### src/rtl/uart_tx_arbiter.sv
// Round-robin arbiter sharing one UART transmitter among NREQ byte producers.
// One byte per grant: strobe the transmitter, then wait for done or watchdog abort.
module uart_tx_arbiter #(
    parameter int          NREQ    = 4,
    parameter int          DBIT    = 8,
    parameter int unsigned TIMEOUT = 200000,
    localparam int         GW      = $clog2(NREQ)
) (
    input  logic                 clk,
    input  logic                 reset_n,
    input  logic [NREQ-1:0]      req_valid,
    input  logic [NREQ*DBIT-1:0] req_data,
    output logic [NREQ-1:0]      req_ready,
    output logic                 tx_start,
    output logic [DBIT-1:0]      tx_din,
    input  logic                 tx_done_tick,
    output logic [GW-1:0]        grant_id,
    output logic                 busy,
    output logic                 timeout_err
);

    // state | meaning
    // IDLE  | arbitrate; accept a byte from the round-robin winner
    // START | one-cycle start strobe to the transmitter, watchdog cleared
    // WAIT  | wait for done tick or watchdog expiry
    typedef enum logic [1:0] {
        S_IDLE  = 2'd0,
        S_START = 2'd1,
        S_WAIT  = 2'd2
    } state_t;

    state_t            r_state;
    state_t            w_state_nxt;
    logic [GW-1:0]     r_last;
    logic [GW-1:0]     r_grant;
    logic [DBIT-1:0]   r_tx_din;
    logic              r_tx_start;
    logic              r_busy;
    logic              r_timeout_err;
    logic [31:0]       r_cnt;

    logic              w_found;
    logic [GW-1:0]     w_winner;
    logic [GW-1:0]     w_idx;
    logic              w_accept;
    logic              w_abort;

    always_ff @(posedge clk) begin
        if (!reset_n) r_state <= S_IDLE;
        else          r_state <= w_state_nxt;
    end

    always_comb begin
        w_state_nxt = r_state;
        req_ready   = '0;
        w_accept    = 1'b0;
        w_abort     = 1'b0;
        w_found     = 1'b0;
        w_winner    = '0;
        w_idx       = '0;
        // search upward from last+1 so the most recently served requester comes last
        for (int k = 1; k <= NREQ; k++) begin
            w_idx = GW'((int'(r_last) + k) % NREQ);
            if (!w_found && req_valid[w_idx]) begin
                w_found  = 1'b1;
                w_winner = w_idx;
            end
        end
        case (r_state)
            S_IDLE: begin
                if (w_found) begin
                    req_ready[w_winner] = 1'b1;
                    w_accept            = 1'b1;
                    w_state_nxt         = S_START;
                end
            end
            S_START: w_state_nxt = S_WAIT;
            S_WAIT: begin
                // a done tick coinciding with expiry counts as success
                if (tx_done_tick) begin
                    w_state_nxt = S_IDLE;
                end else if (r_cnt == TIMEOUT - 1) begin
                    w_abort     = 1'b1;
                    w_state_nxt = S_IDLE;
                end
            end
            default: w_state_nxt = S_IDLE;
        endcase
    end

    always_ff @(posedge clk) begin
        if (!reset_n) begin
            r_last        <= GW'(NREQ - 1);
            r_grant       <= '0;
            r_tx_din      <= '0;
            r_tx_start    <= 1'b0;
            r_busy        <= 1'b0;
            r_timeout_err <= 1'b0;
            r_cnt         <= '0;
        end else begin
            r_tx_start    <= w_accept;
            r_busy        <= (w_state_nxt != S_IDLE);
            r_timeout_err <= w_abort;
            if (w_accept) begin
                r_tx_din <= req_data[int'(w_winner)*DBIT +: DBIT];
                r_grant  <= w_winner;
                r_last   <= w_winner;
            end
            if (r_state == S_START)
                r_cnt <= '0;
            else if (r_state == S_WAIT && !tx_done_tick && !w_abort)
                r_cnt <= r_cnt + 32'd1;
        end
    end

    assign tx_start    = r_tx_start;
    assign tx_din      = r_tx_din;
    assign grant_id    = r_grant;
    assign busy        = r_busy;
    assign timeout_err = r_timeout_err;

endmodule

### config.mk
export PLATFORM = sky130hd
export DESIGN_NAME = uart_tx_arbiter
export DESIGN_NICKNAME = d
export VERILOG_FILES = /design/src/rtl/uart_tx_arbiter.sv
export SDC_FILE = /design/constraint.sdc
export NUM_CORES = 1
export LEC_CHECK = 0
export CORE_MARGIN = 5
export CORE_UTILIZATION = 28
export CTS_CLUSTER_DIAMETER = 60
export DETAILED_ROUTE_END_ITERATION = 10
export PLACE_DENSITY_LB_ADDON = 0.12
export SYNTH_ARGS = -nofsm -noshare
export SYNTH_HDL_FRONTEND = slang
export SYNTH_SLANG_ARGS = --single-unit
### constraint.sdc
create_clock -name clk -period 1.77 [get_ports clk]
set_input_delay 0.177 -clock clk [delete_from_list [all_inputs] [get_ports clk]]
set_output_delay 0.177 -clock clk [all_outputs]
set_load 0.005 [all_outputs]
==> results.yml <==
yosys:
  synth_edf_count: 0
  synthTopCellsByArea: "dfxtp_1 (36%), mux2_2 (5.7%), a21oi_1 (4.6%), o21ai_0 (4.2%), or4_1 (3.8%)"
  ys_seq_elements: 49
  ys_warn_count: 0
  synth_seq_area_share_pct: 35.7
  async_flop_share_pct: 0
  ys.flop_type: "dfxtp_1"
  synthTopCellsByCount: "dfxtp_1 (49), nand2_1 (27), a21oi_1 (25)"
  syn_area_per_cell_um2: 8.48
  ys_types: 50
  synth_top_cell_by_area: "dfxtp_1"
  syn_nets: 364
  yosysMostFrequentCell: "dfxtp_1"
  synth_top_area_share_pct: 35.7
  syn-instance-count: 324
  synth.cell_area_um2: 2750
drt:
  first_pass_iters: 4
  num_vias: 3030
  drc: 0
  drt-initial-drc-count: 137
  via_per_inst: 5.14
  drt-total-wl_um: 9200
  ant_nets: 0
  avgRoutedWirePerCell_um: 15.6
sta:
  finalCriticalPeriod_ns: 1.93
  worst_pin_slew_ns: 0.338
  worst_slack_ns: -0.160
  rsz0062_at_grt: "yes"
  slew_viol_final: 0
  max_clock_freq_ghz: 0.518
  hold_ws_ns: 0.467
  setup_viol: 13
  slew-limit-headroom_pct: 77.4
  worst_clock_skew_ns: 0.00799
  timing.final.crit_share_pct: 109
  final_hold_viol_count: 0
job:
  cap_viol_max_count: 0
grt:
  grt_max_degree: 33
  grt_use_total_pct: 15.0
  antenna_found_initial: 0
  overflow: 0
  first_global_vias: 2936
  grt_pass1_wl_um: 14200
placement:
  gp_congestion: 0.774
  place_hpwl_um: 6240
  portBuffers: 55
  dp_cells: 562
  pre_cts_ws_ns: -0.455
critical_path:
  critPathTopFamily: "compound AO/OA/AOI/OAI gates"
  critical_path_peak_fanout: 16
  worst-endpoint-arrival_ns: 2.13
  regToRegSetupSlack_ns: -0.16
  path_cells: "nor2b_2 > o21a_1 > buf_6 > nor3_4 > buf_12 > mux2_4 > a221o_1"
  cp-end-kind: "flip-flop"
  crit_type: "reg2reg"
  max_stage_delay_ns: 0.38
  critPathRequiredTime_ns: 1.97
  crit_buf_inv: 2
  worst_setup_path_start_kind: "flip-flop"
  critical-path-slowest-cell: "dfxtp_2"
layout:
  layout.nets: 497
  area_growth_pct: 66.7
  n_fill_cell: 934
  final_cells: 589
  drive_gt1_share_pct: 42.3
  antenna_cells: 0
  final_util_pct: 47.3
floorplanning:
  die_h_um: 109
  die_x_um: 109
  ios: 56
  die-area_um2: 11900
  core-area_um2: 9680
  start_util_pct: 28.4
  fp-row-count: 36
clock_network:
  clkSinkCount: 49
  ctsLongestPathBuffers: 2
  cts_root_buf: "clkbuf_8"
  clock_latency_ns: 0.31
  cts_hold_buf: 0
  htree_levels: 2
  path_clk_slew_ns: 0.09
  cts_made_buffers: 5
  cts_tree: "built"
power:
  leakagePower_nw: 1.87
  power_density_nw_per_um2: 558
  irDropWorstVdd_mv: 0.300
outcome:
  run_status: "finished with violations"
  violations: "negative setup slack"
min_path:
  hold_path_class: "reg2reg"
-- kinds of logic (layout without fill, tap and decap cells) --
| logic type | count (synthesis) | count (layout) | share of synthesized area, % |
|---|---|---|---|
| AOI/OAI and AO/OA | 76 | 76 | 17.4 |
| adders and majority gates | 1 | 1 | 0.455 |
| buffers and inverters | 20 | 152 | 3.64 |
| DFF | 49 | 49 | 35.7 |
| muxes | 16 | 16 | 6.55 |
| and+or+nand+nor | 162 | 162 | 36.3 |
-- where the power goes --
part	leakage, nW	switching (W)	internal (W)
Clock	0.0399	0.000386	0.000262
Combinational	1.42	0.000286	0.000437
Sequential	0.409	0.0000321	0.00116
-- cell type report --
type | count | area (um2) | share of cell area (%)
inverter | 1 | 3.75 | 0.0819
clock buffer | 5 | 68.8 | 1.50
tap | 133 | 166 | 3.63
clock inverter | 1 | 5.00 | 0.109
multi-input combinational | 255 | 1980 | 43.2
sequential | 49 | 1020 | 22.2
timing repair buffer | 145 | 1340 | 29.2
-- per-stage QoR --
| step | TNS [ns] | power, W | area (um2) |
|---|---|---|---|
| after floorplan | -0.159 | 0.00150 | 2770 |
| after global placement | -8.43 | 0.00185 | 3940 |
| after detailed placement | -8.66 | 0.00184 | 3940 |
| after CTS | -1.30 | 0.00255 | 4140 |
| after global routing | -2.95 | 0.00268 | 4580 |
| final | -1.40 | 0.00256 | 4580 |
-- state kept, by name (all words and copies together), names as in the netlist --
name / flops
busy: 1
grant_id: 2
r_cnt: 32
r_last: 2
r_state: 2
timeout_err: 1
tx_din: 8
tx_start: 1
-- tightest hold or removal path, stage by stage, from the launching register on --
cell and delay, ns:
dfxtp_1 0.32, nand2_1 0.05, a21boi_0 0.06
-- layout by cell type, fill, tap and decap left out, drive strengths merged, types with 2 or more instances in the layout --
| cell | instances |
|---|---|
| a211oi | 2 |
| a21oi | 26 |
| a221o | 8 |
| and2 | 7 |
| and3 | 16 |
| buf | 90 |
| clkbuf | 8 |
| clkdlybuf4s50 | 47 |
| dfxtp | 49 |
| dlygate4sd2 | 5 |
| mux2 | 16 |
| nand2 | 27 |
| nand2b | 3 |
| nand3 | 17 |
| nand4 | 14 |
| nor2 | 17 |
| nor2b | 3 |
| nor3 | 10 |
| nor3b | 2 |
| nor4 | 10 |
| o211ai | 3 |
| o21a | 2 |
| o21ai | 23 |
| o31ai | 8 |
| or3 | 16 |
| or4 | 14 |
-- per-layer routing --
metal | wire [um] | track usage, %
met5 | 0 | 0
met3 | 380 | 3.02
met1 | 4140 | 18.7
met4 | 128 | 4.15
met2 | 4550 | 26.1
-- worst paths after layout --
| check | from | endpoint | cells after the start |
|---|---|---|---|
| worst max-delay path | r_last[0] | tx_din[2] | 7 |
| worst max register to register | r_last[0] | tx_din[2] | 7 |
| worst min register to register | grant_id[1] | grant_id[1] | 2 |
| worst min-delay path | grant_id[1] | grant_id[1] | 2 |
-- timing repair --
action                                  4_1_cts  5_1_grt
pin swaps                                     8       27
gates resized for setup                      30       92
setup buffers                                 8        9
endpoints found under the setup margin       20       45
gates cloned                                  0        4
Power figures use the tool's default switching activity.
